### src/rtl/spi_master_param_if.sv
// Command-side and SPI-side signal bundle for spi_master_param.
// The master modport is the SPI master's view; the slave modport is the front-end/off-chip view.
interface spi_master_param_if #(
    parameter int DATA_W = 8,
    parameter int CS_N   = 4
);
    localparam int CS_W = (CS_N > 1) ? $clog2(CS_N) : 1;

    logic              Tx_En;
    logic [DATA_W-1:0] Tx_DATA;
    logic [CS_W-1:0]   CS_SEL;
    logic              CPOL;
    logic              CPHA;
    logic              LSB_FIRST;
    logic              MISO;
    logic              MOSI;
    logic              SCK;
    logic [CS_N-1:0]   CSo;
    logic [DATA_W-1:0] Rx_DATA;
    logic              BUSY;
    logic              TC;

    modport master (
        input  Tx_En, Tx_DATA, CS_SEL, CPOL, CPHA, LSB_FIRST, MISO,
        output MOSI, SCK, CSo, Rx_DATA, BUSY, TC
    );

    modport slave (
        output Tx_En, Tx_DATA, CS_SEL, CPOL, CPHA, LSB_FIRST, MISO,
        input  MOSI, SCK, CSo, Rx_DATA, BUSY, TC
    );
endinterface

### src/rtl/spi_master_param.sv
// Parametrised SPI master: configurable width, SCK divider and chip selects, all CPOL/CPHA modes.
// Everything runs on CLK; SCK is a registered output toggled on half-period ticks.
module spi_master_param #(
    parameter int DATA_W  = 8,
    parameter int CS_N    = 4,
    parameter int CLK_DIV = 4
) (
    input  logic               CLK,
    input  logic               RST_,
    spi_master_param_if.master bus
);
    localparam int CS_W   = (CS_N > 1) ? $clog2(CS_N) : 1;
    localparam int DIV_W  = (CLK_DIV > 1) ? $clog2(CLK_DIV) : 1;
    localparam int EDGES  = 2 * DATA_W;
    localparam int EDGE_W = $clog2(EDGES + 1);
    localparam logic [DIV_W-1:0]  DIV_LAST  = DIV_W'(CLK_DIV - 1);
    localparam logic [EDGE_W-1:0] EDGE_LAST = EDGE_W'(EDGES - 1);

    typedef enum logic [1:0] {IDLE, LEAD, XFER, TRAIL} state_t;

    state_t state, state_nxt;

    logic [DIV_W-1:0]  div_cnt;
    logic [EDGE_W-1:0] edge_cnt;
    logic [DATA_W-1:0] tx_sh;
    logic [DATA_W-1:0] rx_sh;
    logic [DATA_W-1:0] rx_data;
    logic [CS_N-1:0]   cso;
    logic              cpha;
    logic              lsb_first;
    logic              sck;
    logic              mosi;
    logic              tc;

    logic start, tick, do_edge, leading, last_edge, do_sample, do_shift, done;

    function automatic logic first_bit(input logic [DATA_W-1:0] v, input logic lsb);
        return lsb ? v[0] : v[DATA_W-1];
    endfunction

    function automatic logic [DATA_W-1:0] shift_out(input logic [DATA_W-1:0] v, input logic lsb);
        return lsb ? {1'b0, v[DATA_W-1:1]} : {v[DATA_W-2:0], 1'b0};
    endfunction

    // An out-of-range index matches no select line, so the frame runs with every CSo high.
    function automatic logic [CS_N-1:0] cs_decode(input logic [CS_W-1:0] sel);
        logic [CS_N-1:0] d;
        for (int i = 0; i < CS_N; i++) begin
            d[i] = (sel != CS_W'(i));
        end
        return d;
    endfunction

    always_ff @(posedge CLK or negedge RST_) begin
        if (!RST_) begin
            state <= IDLE;
        end else begin
            state <= state_nxt;
        end
    end

    always_comb begin
        state_nxt = state;
        case (state)
            IDLE:    if (start) state_nxt = LEAD;
            LEAD:    if (tick) state_nxt = XFER;
            XFER:    if (tick && last_edge) state_nxt = TRAIL;
            TRAIL:   if (tick) state_nxt = IDLE;
            default: state_nxt = IDLE;
        endcase
    end

    // Edge k is numbered edge_cnt+1; odd k is the leading edge.
    always_comb begin
        start     = 1'b0;
        do_edge   = 1'b0;
        done      = 1'b0;
        tick      = (div_cnt == DIV_LAST);
        leading   = ~edge_cnt[0];
        last_edge = (edge_cnt == EDGE_LAST);
        case (state)
            IDLE:       start   = bus.Tx_En;
            LEAD, XFER: do_edge = tick;
            TRAIL:      done    = tick;
            default:    ;
        endcase
        do_sample = do_edge && (leading ^ cpha);
        do_shift  = do_edge && (cpha ? leading : (!leading && !last_edge));
    end

    always_ff @(posedge CLK or negedge RST_) begin
        if (!RST_) begin
            div_cnt   <= '0;
            edge_cnt  <= '0;
            tx_sh     <= '0;
            rx_sh     <= '0;
            rx_data   <= '0;
            cso       <= '1;
            cpha      <= 1'b0;
            lsb_first <= 1'b0;
            sck       <= 1'b0;
            mosi      <= 1'b0;
            tc        <= 1'b0;
        end else begin
            tc <= 1'b0;
            if (state == IDLE) begin
                div_cnt  <= '0;
                edge_cnt <= '0;
                sck      <= bus.CPOL;
                mosi     <= 1'b0;
                cso      <= '1;
                if (start) begin
                    cpha      <= bus.CPHA;
                    lsb_first <= bus.LSB_FIRST;
                    cso       <= cs_decode(bus.CS_SEL);
                    rx_sh     <= '0;
                    if (!bus.CPHA) begin
                        mosi  <= first_bit(bus.Tx_DATA, bus.LSB_FIRST);
                        tx_sh <= shift_out(bus.Tx_DATA, bus.LSB_FIRST);
                    end else begin
                        tx_sh <= bus.Tx_DATA;
                    end
                end
            end else begin
                div_cnt <= tick ? '0 : div_cnt + 1'b1;
                if (do_edge) begin
                    sck      <= ~sck;
                    edge_cnt <= edge_cnt + 1'b1;
                end
                if (do_shift) begin
                    mosi  <= first_bit(tx_sh, lsb_first);
                    tx_sh <= shift_out(tx_sh, lsb_first);
                end
                if (do_sample) begin
                    rx_sh <= lsb_first ? {bus.MISO, rx_sh[DATA_W-1:1]}
                                       : {rx_sh[DATA_W-2:0], bus.MISO};
                end
                if (done) begin
                    cso     <= '1;
                    mosi    <= 1'b0;
                    tc      <= 1'b1;
                    rx_data <= rx_sh;
                end
            end
        end
    end

    assign bus.MOSI    = mosi;
    assign bus.SCK     = sck;
    assign bus.CSo     = cso;
    assign bus.Rx_DATA = rx_data;
    assign bus.BUSY    = (state != IDLE);
    assign bus.TC      = tc;
endmodule

### src/flat_wrapper.sv
// flat-port wrapper written by rule: the top's interface ports become plain ports
module spi_master_param_flat 
#(
    parameter int DATA_W  = 8,
    parameter int CS_N    = 4,
    parameter int CLK_DIV = 4
)
  (CLK, RST_, bus_Tx_En, bus_Tx_DATA, bus_CS_SEL, bus_CPOL, bus_CPHA, bus_LSB_FIRST, bus_MISO, bus_MOSI, bus_SCK, bus_CSo, bus_Rx_DATA, bus_BUSY, bus_TC);
  spi_master_param_if #(.DATA_W(DATA_W), .CS_N(CS_N)) bus_i ();
  input  logic CLK;
  input  logic RST_;
  input wire logic [$bits(bus_i.Tx_En)-1:0] bus_Tx_En;
  input wire logic [$bits(bus_i.Tx_DATA)-1:0] bus_Tx_DATA;
  input wire logic [$bits(bus_i.CS_SEL)-1:0] bus_CS_SEL;
  input wire logic [$bits(bus_i.CPOL)-1:0] bus_CPOL;
  input wire logic [$bits(bus_i.CPHA)-1:0] bus_CPHA;
  input wire logic [$bits(bus_i.LSB_FIRST)-1:0] bus_LSB_FIRST;
  input wire logic [$bits(bus_i.MISO)-1:0] bus_MISO;
  output wire logic [$bits(bus_i.MOSI)-1:0] bus_MOSI;
  output wire logic [$bits(bus_i.SCK)-1:0] bus_SCK;
  output wire logic [$bits(bus_i.CSo)-1:0] bus_CSo;
  output wire logic [$bits(bus_i.Rx_DATA)-1:0] bus_Rx_DATA;
  output wire logic [$bits(bus_i.BUSY)-1:0] bus_BUSY;
  output wire logic [$bits(bus_i.TC)-1:0] bus_TC;
  assign bus_i.Tx_En = bus_Tx_En;
  assign bus_i.Tx_DATA = bus_Tx_DATA;
  assign bus_i.CS_SEL = bus_CS_SEL;
  assign bus_i.CPOL = bus_CPOL;
  assign bus_i.CPHA = bus_CPHA;
  assign bus_i.LSB_FIRST = bus_LSB_FIRST;
  assign bus_i.MISO = bus_MISO;
  assign bus_MOSI = bus_i.MOSI;
  assign bus_SCK = bus_i.SCK;
  assign bus_CSo = bus_i.CSo;
  assign bus_Rx_DATA = bus_i.Rx_DATA;
  assign bus_BUSY = bus_i.BUSY;
  assign bus_TC = bus_i.TC;
  spi_master_param #(.DATA_W(DATA_W), .CS_N(CS_N), .CLK_DIV(CLK_DIV)) u_core (.CLK(CLK), .RST_(RST_), .bus(bus_i));
endmodule
### config.mk
export PLATFORM = sky130hd
export DESIGN_NAME = spi_master_param_flat
export DESIGN_NICKNAME = d
export VERILOG_FILES = /design/src/rtl/spi_master_param_if.sv /design/src/rtl/spi_master_param.sv /design/src/flat_wrapper.sv
export SDC_FILE = /design/constraint.sdc
export NUM_CORES = 1
export LEC_CHECK = 0
export CORE_ASPECT_RATIO = 1.4
export CORE_MARGIN = 5
export CORE_UTILIZATION = 40
export CTS_CLUSTER_DIAMETER = 80
export DETAILED_ROUTE_END_ITERATION = 10
export SLEW_MARGIN = 40
export SYNTH_ARGS = -nofsm -noshare
export SYNTH_HDL_FRONTEND = slang
export SYNTH_SLANG_ARGS = --single-unit
### constraint.sdc
create_clock -name CLK -period 2.1 [get_ports CLK]
set_input_delay 0.315 -clock CLK [delete_from_list [all_inputs] [get_ports CLK]]
set_output_delay 0.315 -clock CLK [all_outputs]
set_load 0.03 [all_outputs]
==> results.sh <==
export IMPL_status="completed"
export IMPL_irDropWorstVdd_uv=614
export IMPL_vias=1746
export IMPL_dpl_cell_area_um2=2710
export IMPL_rsz0062_at_grt="no"
export IMPL_synth_warnings=0
export IMPL_die_area_um2=7400
export IMPL_post_route_drc_count=0
export IMPL_dp_cells=324
export IMPL_grt_pass1_wl_um=8610
export IMPL_clock_root_buffer="clkbuf_8"
export IMPL_min_period_ns=1.93
export IMPL_ioPinCount=33
export IMPL_drive_above_1_share_pct=17.4
export IMPL_drv_slew=0
export IMPL_hold_viol_final=0
export IMPL_crit_path_end_kind="flop"
export IMPL_antenna_cells=0
export IMPL_grt_max_degree=22
export IMPL_viasPerCell=5.24
export IMPL_criticalPathCategory="flop to flop"
export IMPL_fp_coreArea_um2=5570
export IMPL_setup_worst_path_start_class="flop"
export IMPL_ys_flop_type="dfrtp_1"
export IMPL_layout_cells_non_filler=333
export IMPL_antenna_found_initial=0
export IMPL_ys_async_sr_fraction_pct=100
export IMPL_setup_viol=0
export IMPL_avgSynthCellArea_um2=10.2
export IMPL_syn_to_final_growth_pct=22.1
export IMPL_drtAntennaViolNets=0
export IMPL_grt_use_total_pct=14.8
export IMPL_leakage_nw=1.27
export IMPL_synth_edf_count=0
export IMPL_fin_area_um2=2810
export IMPL_drtPass1Iterations=4
export IMPL_min_period_over_period_pct=91.7
export IMPL_syn_area_um2=2300
export IMPL_grt_pass1_vias=1850
export IMPL_io_buffers=32
export IMPL_die_w_um=74.2
export IMPL_fin_setup_tns_ns=0
export IMPL_yosysSeqAreaShare_pct=45.8
export IMPL_cts_path_max_buffers=2
export IMPL_crit_fanout=6
export IMPL_gp_congestion=0.820
export IMPL_final_nets=288
export IMPL_drv_cap=0
export IMPL_fin_skew_ns=0.0116
export IMPL_worst_slew_pin_slew_ns=0.822
export IMPL_slew_headroom_pct=45.2
export IMPL_globalRouteOverflowTotal=0
export IMPL_die_y_um=99.8
export IMPL_drt_total_wl_um=5020
export IMPL_min_path_type="input pin to async pin"
export IMPL_htreeDepth=2
export IMPL_rows=32
export IMPL_clock_sinks=42
export IMPL_synth_cell_types=36
export IMPL_start_util_pct=41.4
export IMPL_critPathRequiredTime_ns=2.32
export IMPL_syn_inst=225
export IMPL_max_freq_mhz=519
export IMPL_cts_buffers=5
export IMPL_synth_fp_nets=249
export IMPL_clk_pin_slew_worst_paths_ns=0.09
export IMPL_utilization_pct=50.6
export IMPL_p_per_area_nw_per_um2=1260
export IMPL_drt_iter0_markers=87
export IMPL_dp_hpwl_um=3770
export IMPL_fin_total_pwr_mw=3.55
export IMPL_wl_per_cell_um=15.1
export IMPL_cts_tree="yes"
export IMPL_clkLatencyLatePin_ns=0.30
export IMPL_cp_data_arrival_time_ns=2.15
export IMPL_worst_r2r_setup_slack_ns=0.17
export IMPL_ys_seq_elements=42
## metrics by stage
stage          setup WS, ns  hold slack, ns
2_1_floorplan         0.323          0.0194
3_3_place_gp          0.133           0.240
3_5_place_dp          0.106           0.238
4_1_cts               0.163           0.442
5_1_grt              0.0675           0.468
6_report              0.175           0.435
## synthesized netlist by cell type, types with 6 or more instances
| library cell | n | area share, % |
|---|---|---|
| o21ai_1 | 10 | 2.2 |
| mux2_1 | 12 | 5.9 |
| mux2i_1 | 8 | 3.5 |
| inv_1 | 10 | 1.6 |
| nor2_1 | 16 | 2.6 |
| a21oi_1 | 13 | 2.8 |
| ha_1 | 7 | 3.8 |
| nand2_1 | 29 | 4.7 |
| mux2_2 | 16 | 7.8 |
| dfrtp_1 | 38 | 41 |
| o21ai_0 | 9 | 2.0 |
| nor3_1 | 6 | 1.3 |
## flip-flops by register name, indices dropped and copies added (netlist names)
name / flops
u_core.bus.CSo: 4
u_core.bus.MOSI: 1
u_core.bus.Rx_DATA: 8
u_core.bus.SCK: 1
u_core.bus.TC: 1
u_core.cpha: 1
u_core.div_cnt: 2
u_core.edge_cnt: 5
u_core.lsb_first: 1
u_core.rx_sh: 8
u_core.state: 2
u_core.tx_sh: 8
## layout by cell type, fill, tap and decap left out, drive strengths merged, types with 4 or more instances in the layout
| cell type | n |
|---|---|
| dfrtp | 38 |
| mux2 | 31 |
| clkdlybuf4s50 | 30 |
| nand2 | 29 |
| o21ai | 19 |
| nor2 | 16 |
| a21oi | 13 |
| buf | 13 |
| inv | 11 |
| mux2i | 8 |
| ha | 7 |
| nor3 | 6 |
| clkbuf | 5 |
| o22ai | 4 |
| dfstp | 4 |
## final timing paths
check                              startpoint                end  depth (start not counted)
min in group CLK            u_core.div_cnt[0]  u_core.div_cnt[0]                          1
setup reg to reg           u_core.edge_cnt[0]    u_core.tx_sh[7]                          7
setup / recovery           u_core.edge_cnt[0]    u_core.tx_sh[7]                          7
max in group asynchronous                RST_  u_core.bus.CSo[2]                          3
hold reg to reg             u_core.div_cnt[0]  u_core.div_cnt[0]                          1
hold / removal                           RST_    u_core.tx_sh[3]                          2
## routing by layer
metal | global-route usage [%] | routed length [um] | vias up | share of wire [%]
li1 | - | - | 860 | -
met4 | 4.46 | 42 | 0 | 0.84
met3 | 2.71 | 208 | 4 | 4.1
met2 | 26.8 | 2690 | 25 | 54
met5 | 0 | 0 | - | 0
met1 | 17.2 | 2080 | 857 | 41
## area by class of cell
class | count | area, um^2
multi-input combinational | 160 | 1130
tap | 68 | 85.1
clock buffer | 5 | 68.8
sequential | 42 | 1060
timing repair buffer | 45 | 414
fill | 531 | 2750
inverter | 10 | 37.5
clock inverter | 3 | 25.0
## kinds of logic after synthesis
logic type	after synthesis	share of synthesized area [%]
compound gates	47	12.2
xor+xnor	5	1.90
simple gates	62	11.9
fa+ha+maj	7	3.80
buf+inv	23	5.27
mux	39	19.1
flops	42	45.8
## power breakdown
| group | internal (mW) | switching [mW] |
|---|---|---|
| clock network | 0.240 | 0.310 |
| registers | 1.10 | 0.268 |
| logic | 0.769 | 0.868 |
## timing repair
| action | 4_1_cts | 5_1_grt |
|---|---|---|
| hold endpoints to repair | 12 | 0 |
| setup endpoints to repair | 1 | 0 |
| hold buffers | 1 | 0 |
| setup buffers | 0 | 0 |
| resized for setup | 1 | 0 |
## worst max-delay path: stages, from the launching register on
cell and delay [ns]:
dfrtp_1 0.40, ha_1 0.21, and3_1 0.19, ha_1 0.20, nor3b_2 0.20, o21ai_1 0.20
o31a_1 0.30, a21oi_1 0.14
No activity file was read; power rests on OpenSTA's default activity.
